==> src/rtl/lsu_stage_if.sv <==
// lsu_stage_if: request/response bundle between the load/store unit and the
// data-memory AXI bridge.
//   RDEN, RDADDR, RDSIZE, RDSIGNED : read request (held until LOADING drops)
//   WREN, WRADDR, WRSTRB, WRDATA   : write request (held until LOADING drops)
//   RDDATA                         : aligned 32-bit word returned by the bridge
//   LOADING                        : bridge still busy with the held request
// Handshake: the LSU raises RDEN or WREN and keeps every request field stable.
// The request is complete on the first cycle the bridge shows LOADING=0 while
// the enable is high. The LSU drops the enable on the following edge so the
// bridge does not start a second transaction. RDDATA is valid in the cycle
// after that completion cycle.
interface lsu_stage_if;
    logic        RDEN;
    logic [31:0] RDADDR;
    logic [1:0]  RDSIZE;
    logic        RDSIGNED;
    logic        WREN;
    logic [31:0] WRADDR;
    logic [3:0]  WRSTRB;
    logic [31:0] WRDATA;
    logic [31:0] RDDATA;
    logic        LOADING;

    modport master (
        output RDEN, RDADDR, RDSIZE, RDSIGNED,
        output WREN, WRADDR, WRSTRB, WRDATA,
        input  RDDATA, LOADING
    );

    modport slave (
        input  RDEN, RDADDR, RDSIZE, RDSIGNED,
        input  WREN, WRADDR, WRSTRB, WRDATA,
        output RDDATA, LOADING
    );
endinterface

==> src/rtl/lsu_stage.sv <==
// lsu_stage: RV32I MEM-stage load/store unit.
// It accepts one decoded load or store from execute and turns it into a single
// word request on the bridge interface. Store data is lane-replicated and the
// store gets byte strobes. The request is held until the bridge finishes. For a
// load, the unit extracts the addressed lane and sign- or zero-extends it.
// Ports:
//   CLK, RST      clock, synchronous active-high reset
//   STALL, FLUSH  pipeline control (STALL blocks acceptance only)
//   I_*           op from execute (valid, load/store, funct3, addr, wdata, rd)
//   BUSY          unit is not idle; execute must hold its next op
//   mem           bridge request/response (lsu_stage_if.master)
//   O_*           registered completion record; O_VALID pulses for one cycle
//   DBG_STATE_O   current FSM state (0 idle, 1 access, 2 capture)
module lsu_stage (
    input  logic        CLK,
    input  logic        RST,
    input  logic        STALL,
    input  logic        FLUSH,
    input  logic        I_VALID,
    input  logic        I_LOAD,
    input  logic        I_STORE,
    input  logic [2:0]  I_FUNCT3,
    input  logic [31:0] I_ADDR,
    input  logic [31:0] I_WDATA,
    input  logic [4:0]  I_RD,
    output logic        BUSY,
    lsu_stage_if.master mem,
    output logic        O_VALID,
    output logic        O_WE,
    output logic [4:0]  O_RD,
    output logic [31:0] O_DATA,
    output logic        O_EXC,
    output logic [31:0] O_BADADDR,
    output logic [1:0]  DBG_STATE_O
);
    typedef enum logic [1:0] {S_IDLE = 2'd0, S_ACC = 2'd1, S_CAPT = 2'd2} state_e;

    state_e      state_q, state_d;
    logic        is_load_q, is_load_d;
    logic [2:0]  funct3_q, funct3_d;
    logic [4:0]  rd_q, rd_d;
    logic        kill_q, kill_d;
    logic        rden_q, rden_d, wren_q, wren_d;
    logic [31:0] rdaddr_q, rdaddr_d, wraddr_q, wraddr_d, wrdata_q, wrdata_d;
    logic [1:0]  rdsize_q, rdsize_d;
    logic        rdsigned_q, rdsigned_d;
    logic [3:0]  wrstrb_q, wrstrb_d;
    logic        o_valid_q, o_valid_d, o_we_q, o_we_d, o_exc_q, o_exc_d;
    logic [4:0]  o_rd_q, o_rd_d;
    logic [31:0] o_data_q, o_data_d, o_badaddr_q, o_badaddr_d;

    logic        accept, misaligned, f3_illegal;
    logic [7:0]  lane_b;
    logic [15:0] lane_h;
    logic [31:0] load_ext;

    always_ff @(posedge CLK) begin
        if (RST) begin
            state_q     <= S_IDLE;
            is_load_q   <= 1'b0;
            funct3_q    <= 3'd0;
            rd_q        <= 5'd0;
            kill_q      <= 1'b0;
            rden_q      <= 1'b0;
            wren_q      <= 1'b0;
            rdaddr_q    <= 32'd0;
            rdsize_q    <= 2'd0;
            rdsigned_q  <= 1'b0;
            wraddr_q    <= 32'd0;
            wrstrb_q    <= 4'd0;
            wrdata_q    <= 32'd0;
            o_valid_q   <= 1'b0;
            o_we_q      <= 1'b0;
            o_rd_q      <= 5'd0;
            o_data_q    <= 32'd0;
            o_exc_q     <= 1'b0;
            o_badaddr_q <= 32'd0;
        end else begin
            state_q     <= state_d;
            is_load_q   <= is_load_d;
            funct3_q    <= funct3_d;
            rd_q        <= rd_d;
            kill_q      <= kill_d;
            rden_q      <= rden_d;
            wren_q      <= wren_d;
            rdaddr_q    <= rdaddr_d;
            rdsize_q    <= rdsize_d;
            rdsigned_q  <= rdsigned_d;
            wraddr_q    <= wraddr_d;
            wrstrb_q    <= wrstrb_d;
            wrdata_q    <= wrdata_d;
            o_valid_q   <= o_valid_d;
            o_we_q      <= o_we_d;
            o_rd_q      <= o_rd_d;
            o_data_q    <= o_data_d;
            o_exc_q     <= o_exc_d;
            o_badaddr_q <= o_badaddr_d;
        end
    end

    // Lane extraction uses the held load address; RDDATA is valid in CAPT.
    always_comb begin
        lane_b = 8'd0;
        case (rdaddr_q[1:0])
            2'd0:    lane_b = mem.RDDATA[7:0];
            2'd1:    lane_b = mem.RDDATA[15:8];
            2'd2:    lane_b = mem.RDDATA[23:16];
            default: lane_b = mem.RDDATA[31:24];
        endcase
        lane_h = rdaddr_q[1] ? mem.RDDATA[31:16] : mem.RDDATA[15:0];
        case (funct3_q)
            3'b000:  load_ext = {{24{lane_b[7]}}, lane_b};
            3'b001:  load_ext = {{16{lane_h[15]}}, lane_h};
            3'b100:  load_ext = {24'd0, lane_b};
            3'b101:  load_ext = {16'd0, lane_h};
            default: load_ext = mem.RDDATA;
        endcase
    end

    // Fault detection on the incoming op. An illegal funct3 is a fault even if
    // its size field would also look misaligned.
    always_comb begin
        misaligned = 1'b0;
        case (I_FUNCT3[1:0])
            2'b01:   misaligned = I_ADDR[0];
            2'b10:   misaligned = (I_ADDR[1:0] != 2'b00);
            default: misaligned = 1'b0;
        endcase
        if (I_LOAD)
            f3_illegal = !(I_FUNCT3 inside {3'b000, 3'b001, 3'b010, 3'b100, 3'b101});
        else
            f3_illegal = !(I_FUNCT3 inside {3'b000, 3'b001, 3'b010});
    end

    assign accept = I_VALID && (I_LOAD || I_STORE) && !STALL && !FLUSH;

    always_comb begin
        state_d     = state_q;
        is_load_d   = is_load_q;
        funct3_d    = funct3_q;
        rd_d        = rd_q;
        kill_d      = kill_q;
        rden_d      = rden_q;
        wren_d      = wren_q;
        rdaddr_d    = rdaddr_q;
        rdsize_d    = rdsize_q;
        rdsigned_d  = rdsigned_q;
        wraddr_d    = wraddr_q;
        wrstrb_d    = wrstrb_q;
        wrdata_d    = wrdata_q;
        o_valid_d   = 1'b0;
        o_we_d      = o_we_q;
        o_rd_d      = o_rd_q;
        o_data_d    = o_data_q;
        o_exc_d     = o_exc_q;
        o_badaddr_d = o_badaddr_q;

        case (state_q)
            S_IDLE: begin
                if (accept) begin
                    if (misaligned || f3_illegal) begin
                        // Faults never touch memory; report on the next cycle.
                        o_valid_d   = 1'b1;
                        o_we_d      = 1'b0;
                        o_exc_d     = 1'b1;
                        o_rd_d      = I_RD;
                        o_data_d    = 32'd0;
                        o_badaddr_d = I_ADDR;
                    end else begin
                        state_d   = S_ACC;
                        is_load_d = I_LOAD;
                        funct3_d  = I_FUNCT3;
                        rd_d      = I_RD;
                        kill_d    = 1'b0;
                        if (I_LOAD) begin
                            rden_d     = 1'b1;
                            rdaddr_d   = I_ADDR;
                            rdsize_d   = I_FUNCT3[1:0];
                            rdsigned_d = !I_FUNCT3[2];
                        end else begin
                            wren_d   = 1'b1;
                            wraddr_d = I_ADDR;
                            case (I_FUNCT3[1:0])
                                2'b00: begin
                                    wrdata_d = {4{I_WDATA[7:0]}};
                                    wrstrb_d = 4'b0001 << I_ADDR[1:0];
                                end
                                2'b01: begin
                                    wrdata_d = {2{I_WDATA[15:0]}};
                                    wrstrb_d = 4'b0011 << {I_ADDR[1], 1'b0};
                                end
                                default: begin
                                    wrdata_d = I_WDATA;
                                    wrstrb_d = 4'b1111;
                                end
                            endcase
                        end
                    end
                end
            end
            S_ACC: begin
                // A flush cannot abort the bus transaction; it only kills the result.
                if (FLUSH)
                    kill_d = 1'b1;
                if (!mem.LOADING) begin
                    state_d = S_CAPT;
                    rden_d  = 1'b0;
                    wren_d  = 1'b0;
                end
            end
            S_CAPT: begin
                state_d = S_IDLE;
                kill_d  = 1'b0;
                if (!(kill_q || FLUSH)) begin
                    o_valid_d = 1'b1;
                    o_we_d    = is_load_q;
                    o_rd_d    = rd_q;
                    o_data_d  = is_load_q ? load_ext : 32'd0;
                    o_exc_d   = 1'b0;
                end
            end
            default: state_d = S_IDLE;
        endcase
    end

    assign BUSY         = (state_q != S_IDLE);
    assign DBG_STATE_O  = state_q;
    assign mem.RDEN     = rden_q;
    assign mem.RDADDR   = rdaddr_q;
    assign mem.RDSIZE   = rdsize_q;
    assign mem.RDSIGNED = rdsigned_q;
    assign mem.WREN     = wren_q;
    assign mem.WRADDR   = wraddr_q;
    assign mem.WRSTRB   = wrstrb_q;
    assign mem.WRDATA   = wrdata_q;
    assign O_VALID      = o_valid_q;
    assign O_WE         = o_we_q;
    assign O_RD         = o_rd_q;
    assign O_DATA       = o_data_q;
    assign O_EXC        = o_exc_q;
    assign O_BADADDR    = o_badaddr_q;
endmodule

==> src/flat_wrapper.sv <==
// flat-port wrapper written by rule: the top's interface ports become plain ports
module lsu_stage_flat 
  (CLK, RST, STALL, FLUSH, I_VALID, I_LOAD, I_STORE, I_FUNCT3, I_ADDR, I_WDATA, I_RD, BUSY, O_VALID, O_WE, O_RD, O_DATA, O_EXC, O_BADADDR, DBG_STATE_O, mem_RDEN, mem_RDADDR, mem_RDSIZE, mem_RDSIGNED, mem_WREN, mem_WRADDR, mem_WRSTRB, mem_WRDATA, mem_RDDATA, mem_LOADING);
  lsu_stage_if mem_i ();
  input  logic CLK;
  input  logic RST;
  input  logic STALL;
  input  logic FLUSH;
  input  logic I_VALID;
  input  logic I_LOAD;
  input  logic I_STORE;
  input  logic [2:0] I_FUNCT3;
  input  logic [31:0] I_ADDR;
  input  logic [31:0] I_WDATA;
  input  logic [4:0] I_RD;
  output logic BUSY;
  output logic O_VALID;
  output logic O_WE;
  output logic [4:0] O_RD;
  output logic [31:0] O_DATA;
  output logic O_EXC;
  output logic [31:0] O_BADADDR;
  output logic [1:0] DBG_STATE_O;
  output wire logic [$bits(mem_i.RDEN)-1:0] mem_RDEN;
  output wire logic [$bits(mem_i.RDADDR)-1:0] mem_RDADDR;
  output wire logic [$bits(mem_i.RDSIZE)-1:0] mem_RDSIZE;
  output wire logic [$bits(mem_i.RDSIGNED)-1:0] mem_RDSIGNED;
  output wire logic [$bits(mem_i.WREN)-1:0] mem_WREN;
  output wire logic [$bits(mem_i.WRADDR)-1:0] mem_WRADDR;
  output wire logic [$bits(mem_i.WRSTRB)-1:0] mem_WRSTRB;
  output wire logic [$bits(mem_i.WRDATA)-1:0] mem_WRDATA;
  input wire logic [$bits(mem_i.RDDATA)-1:0] mem_RDDATA;
  input wire logic [$bits(mem_i.LOADING)-1:0] mem_LOADING;
  assign mem_RDEN = mem_i.RDEN;
  assign mem_RDADDR = mem_i.RDADDR;
  assign mem_RDSIZE = mem_i.RDSIZE;
  assign mem_RDSIGNED = mem_i.RDSIGNED;
  assign mem_WREN = mem_i.WREN;
  assign mem_WRADDR = mem_i.WRADDR;
  assign mem_WRSTRB = mem_i.WRSTRB;
  assign mem_WRDATA = mem_i.WRDATA;
  assign mem_i.RDDATA = mem_RDDATA;
  assign mem_i.LOADING = mem_LOADING;
  lsu_stage u_core (.CLK(CLK), .RST(RST), .STALL(STALL), .FLUSH(FLUSH), .I_VALID(I_VALID), .I_LOAD(I_LOAD), .I_STORE(I_STORE), .I_FUNCT3(I_FUNCT3), .I_ADDR(I_ADDR), .I_WDATA(I_WDATA), .I_RD(I_RD), .BUSY(BUSY), .mem(mem_i), .O_VALID(O_VALID), .O_WE(O_WE), .O_RD(O_RD), .O_DATA(O_DATA), .O_EXC(O_EXC), .O_BADADDR(O_BADADDR), .DBG_STATE_O(DBG_STATE_O));
endmodule
==> config.mk <==
export PLATFORM = sky130hd
export DESIGN_NAME = lsu_stage_flat
export DESIGN_NICKNAME = d
export VERILOG_FILES = /design/src/rtl/lsu_stage_if.sv /design/src/rtl/lsu_stage.sv /design/src/flat_wrapper.sv
export SDC_FILE = /design/constraint.sdc
export NUM_CORES = 1
export LEC_CHECK = 0
export CORE_UTILIZATION = 45
export DETAILED_ROUTE_END_ITERATION = 7
export PLACE_DENSITY = 0.78
export SLEW_MARGIN = 40
export SYNTH_ARGS = -nofsm -noshare
export SYNTH_HDL_FRONTEND = slang
export SYNTH_SLANG_ARGS = --single-unit
==> constraint.sdc <==
create_clock -name CLK -period 6.89 [get_ports CLK]
set_input_delay 1.378 -clock CLK [delete_from_list [all_inputs] [get_ports CLK]]
set_output_delay 1.378 -clock CLK [all_outputs]
set_load 0.03 [all_outputs]
Word level (Yosys, flattened, before mapping). Index checks and enable logic that the tools add are counted.

Logic and storage cells: 121. Input bits: 112. Flip-flop bits (word level): 189. Output and inout bits: 180.

Equality and inequality tests: 21. Reductions and logical operators: 32. Shifts and indexed selects: 2. Bitwise gates (word level): 2. Muxes and demuxes: 45.

Operators with widths (number): 32-bit 2-to-1 mux (4); 32-bit case mux with 2 select lines (2); 32-bit case mux with 4 select lines (1); 8-bit case mux with 3 select lines (1); 1-bit 2-to-1 mux (20); 16-bit 2-to-1 mux (1); 4-bit AND reduction (4); 5-bit 2-to-1 mux (3); 3-bit equality test (second input constant) (4); 2-bit inequality test (second input constant) (6); 1-bit case mux with 2 select lines (6); 5-bit case mux with 2 select lines (1); 5-bit AND reduction (2); 3-bit AND reduction (3); 4-bit case mux with 2 select lines (1); 2-bit nonzero test (4); 2-bit by 1-bit equality test with 1-bit output (second input constant) (3); 2-bit equality test (second input constant) (3); 3-bit by 1-bit equality test with 1-bit output (second input constant) (2); 2-bit logical NOT (3); 3-bit logical NOT (2); 2-bit 2-to-1 mux (3); 3-bit nonzero test (2); 1-bit logical NOT (5); 10 further kinds (16).

Depth between registers and ports, before layout.
Depth in word-level cells: 8. Gate-level depth with buffers: 10. Mapped depth without buffers: 6.

Worst setup path after synthesis. OpenSTA, ideal clock, no wires.

Kind: input to register. Start point: input I_FUNCT3[0]. End point: register u_core.rdaddr_q[13] (netlist: u_core.mem.RDADDR[13]). Buffers on the path: 4. Arrival: 3.273 ns. Stages on the path: 10. Slack: 3.545 ns. Path through: inv_1 ha_1 clkbuf_2 or4_1 and3_1 buf_2 nand3_1 buf_4 buf_6 mux2i_1.

Word-level cells in the longest chain between the ends: 7. Elaborated cells on any way between the ends: 16. Classes of those cells: eq/ne (6); mux (2); bitwise (1); reduce/logical (7).

RTL lines: from (decl) (RTL line flat_wrapper.sv:12) `input logic [2:0] I_FUNCT3;`; 3-bit by 1-bit equality test with 1-bit output, or another cell as far along (RTL line lsu_stage.sv:130, lsu_stage.sv:132); 5-bit nonzero test / 3-bit nonzero test (equally long branches) (RTL line lsu_stage.sv:130, lsu_stage.sv:132); 1-bit logical NOT, on equally long branches (RTL line lsu_stage.sv:130, lsu_stage.sv:132); 1-bit 2-to-1 mux (RTL line lsu_stage.sv:129) `if (I_LOAD)`; 1-bit logical OR (*) (RTL line lsu_stage.sv:161) `if (misaligned || f3_illegal) begin`; 1-bit inverter (no line) (*); 4-bit AND reduction (no line) (*); to (signal assigned) (RTL line lsu_stage.sv:86) `rdaddr_q <= rdaddr_d;`; to (decl) (RTL line lsu_stage.sv:44) `logic [31:0] rdaddr_q, rdaddr_d, wraddr_q, wraddr_d, wrdata_q, wrdata_d;`.

Every way passes the cells marked *; elsewhere a longest branch is shown, timed or not. A chain may end at the register's enable or synchronous reset.

Worst setup path in the final report.
Start point: input I_FUNCT3[1]. End point: register u_core.wrstrb_q[1] (netlist: u_core.mem.WRSTRB[1]).

Word-level cells in the longest chain between the ends: 7. Elaborated cells on any way between the ends: 18. Classes of those cells: eq/ne (6); mux (3); bitwise (1); reduce/logical (8).

RTL lines: 3-bit by 1-bit equality test with 1-bit output, or another cell as far along (RTL line lsu_stage.sv:130, lsu_stage.sv:132); 5-bit nonzero test / 3-bit nonzero test (equally long branches) (RTL line lsu_stage.sv:130, lsu_stage.sv:132); 1-bit logical NOT, on equally long branches (RTL line lsu_stage.sv:130, lsu_stage.sv:132); 1-bit 2-to-1 mux (RTL line lsu_stage.sv:129); 1-bit logical OR (RTL line lsu_stage.sv:161); 1-bit inverter (no line); 4-bit AND reduction (no line); to (signal assigned) (RTL line lsu_stage.sv:90) `wrstrb_q <= wrstrb_d;`; to (decl) (RTL line lsu_stage.sv:47) `logic [3:0] wrstrb_q, wrstrb_d;`.

Several ways; a longest one is shown, not always the timed one.

==> metrics.txt <==
critical path peak fanout 55; Initial Utilization 46.4%; Int Power 1720 uW; Cell variety after synth 56; Worst Path Buf+Inv 3; CP Class input pin to flop; Post-DRT Antenna Nets 0; I/O pin count 292; die width 136 um; Syn Inst Count 929; fin crit period 4110 ps; worst relative slew slack 42.1%; Routability Congestion 0.852; Worst setup SP type input pin; period utilization 59.7%; yosys warns 0; Final Slew Violations 0; vias 7905; Clock H-tree levels 4; final WL 26300 um; critical path's top delay family buffers and inverters; DP HPWL 18300 um; row cnt 48; DRT Pass-1 Iters 5; Synth-to-Final Area Change 42.8%; synthesized area 8110 um^2; largest area contributor in the netlist dfxtp_1; switching part of the total 26.5%; global-route wire length before repair 40300 um; dpl cells 1370; antenna violations before repair 0; Switch Pwr 620 uW; wire per inst 18.7 um; top cell type's share of synthesized area 46.7%; total grt overflow 0; Hold Vio Cnt, Final 0; Die H 136 um; setup tns final 0 ps; Clk Tree Root Cell clkbuf_16; layout filler cell count 1470; Arrival @ worst endpoint 4450 ps; CP max stage delay 540 ps; crit path cell chain clkdlybuf4s50_1, inv_1, ha_1, or4_1, nand3_2, buf_4, nor2_1, a311oi_1; Die Area 18600 um^2; PortBufs 291; largest net degree at the start of global routing 95; insertion delay to the later sink of the worst-skew pair 430 ps; number of synthesized flops with an enable pin 0; nets 1280; crit path capture type flop; Worst-path clk slew 70 ps; Post-Layout Cell Count 1401; MaxCap Viol Count 0; critical-path cell with the highest stage delay buf_4; CTS resizes 0; clock sink count 189; First DRT Iteration DRCs 447; status finished clean; flops & latches, synth 189; drt drc 0; Power Density 202 nW/um^2; Synth Flop Type dfxtp_1; Setup Viol. Count Final 0; clk buf depth 2; VDD IR-drop max 0.173 mV; sequential share of the synthesized area 46.7%; fraction of layout cells with a size suffix above 1 5.02%; largest cells by area after synthesis dfxtp_1 47%, mux2i_1 9.6%, nand2_1 5.6%; asr flop ratio synth 0%; post-CTS setup buffers 0; fmax 243 MHz; syn avg cell area 8.73 um^2; leakage 0.00408 uW; synthesized net count 1045; worst slew pin tran 869 ps; via-per-instance ratio 5.64; Reg power frac 47.5%; Core Region 17500 um^2; clock buffer count from CTS 17; hold_buf cts 0; antenna cells 0; Comb pwr share 11.7%; clock skew 6.83 ps; Clock power frac 40.8%; RSZ-0062 raised after global routing no; number of global-route vias before repair 7483; TritonCTS clock tree yes; GRT Total Usage 28.0%; CP required 7230 ps; HP Class flop to flop
## worst paths after layout
path | start | to | slack (ps) | cells past startpoint
max | I_FUNCT3[1] | u_core.mem.WRSTRB[1] | 2780 | 8
min | u_core.O_BADADDR[14] | u_core.O_BADADDR[14] | 460 | 2
max reg2reg | u_core.DBG_STATE_O[0] | u_core.mem.WRSTRB[1] | 4080 | 4
min reg2reg | u_core.O_BADADDR[14] | u_core.O_BADADDR[14] | 460 | 2
## per-layer routing
metal / part of all wire [%] / track usage [%]
met1: 40 / 33.6
met2: 48 / 46.3
met3: 8.8 / 8.69
met4: 2.7 / 11.0
met5: 0 / 0
## cell families (layout without fill, tap and decap cells)
kind of cell    after synthesis  in the layout  synth area share (%)
compound gates              291            291                  22.4
simple gates                239            239                  13.8
flops                       189            189                  46.7
buf+inv                     127            374                  6.79
mux                          79             79                  9.77
fa+ha+maj                     4              4                 0.617
## worst reg2reg max path, stage by stage (launching register included)
cell      delay, ps
dfxtp_1         390
or4b_4          610
or4_4           790
nor2_1          680
a311oi_1        190
## cell usage after synthesis, drive strengths merged (2+ instances only)
master    n
a22oi     8
o32ai    31
a21oi    79
or2       2
nor2     23
nor2b    12
nor4      2
mux2i    78
nand2b    6
o22ai     2
or3       8
and3      2
or4b      3
buf      25
o21ai   101
inv      44
dfxtp   189
a31o      3
or4       2
nor3      2
nand2   121
o21bai    2
ha        4
nand3    52
clkbuf   57
a211oi    9
nor3b     2
o211ai   39
a311oi    5
o211a     3
## power groups by stage
stage / registers (uW) / logic [uW] / clock network, uW
floorplan: 1160 / 117 / 0
global placement: 1140 / 270 / 0
detailed placement: 1140 / 273 / 0
CTS: 1110 / 274 / 969
global route: 1110 / 294 / 1010
finish: 1110 / 275 / 956
## area by class of cell
class	instances	area, um^2	area share, %
multi-input cells	613	3810	32.9
flip-flops and latches	189	3780	32.7
repair buffers	298	2970	25.6
clock buffers	17	425	3.67
well taps	225	282	2.43
inverters	45	171	1.48
clock inverters	14	138	1.19
## cells in the final DEF, fill, tap and decap left out, drive strengths merged, types with 2 or more instances in the layout
cell             n
a211oi           9
a21oi           79
a22oi            8
a311oi           5
a31o             3
and3             2
buf              8
clkbuf          17
clkdlybuf4s50  290
clkinv           6
clkinvlp         3
dfxtp          189
ha               4
inv             49
mux2i           78
nand2          121
nand2b           6
nand3           52
nor2            23
nor2b           12
nor3             2
nor3b            2
nor4             2
o211a            3
o211ai          39
o21ai          101
o21bai           2
o22ai            2
o32ai           31
or2              2
or3              8
or4              2
or4b             3
## flip-flops by register name (all words and copies together), names as in the netlist
register / flops
u_core.mem.RDADDR: 32
u_core.funct3_q: 3
u_core.O_BADADDR: 32
u_core.DBG_STATE_O: 2
u_core.mem.WREN: 1
u_core.O_VALID: 1
u_core.mem.WRSTRB: 4
u_core.O_EXC: 1
u_core.is_load_q: 1
u_core.O_DATA: 32
u_core.mem.RDEN: 1
u_core.mem.RDSIZE: 2
u_core.mem.RDSIGNED: 1
u_core.O_WE: 1
u_core.mem.WRADDR: 32
u_core.mem.WRDATA: 32
u_core.rd_q: 5
u_core.kill_q: 1
u_core.O_RD: 5
## through the flow
step / power [uW] / area (um^2) / hold slack [ps] / setup slack, ps / util (%)
floorplan: 1280 / 8110 / 448 / 3550 / -
global placement: 1410 / 11000 / 441 / 2050 / 62.8
detailed placement: 1410 / 11000 / 447 / 2380 / 63.0
CTS: 2360 / 11600 / 461 / 2820 / 66.2
global route: 2420 / 11600 / 476 / 2480 / 66.3
finish: 2340 / 11600 / 461 / 2780 / 66.3
(Power assumes the default switching activity.)
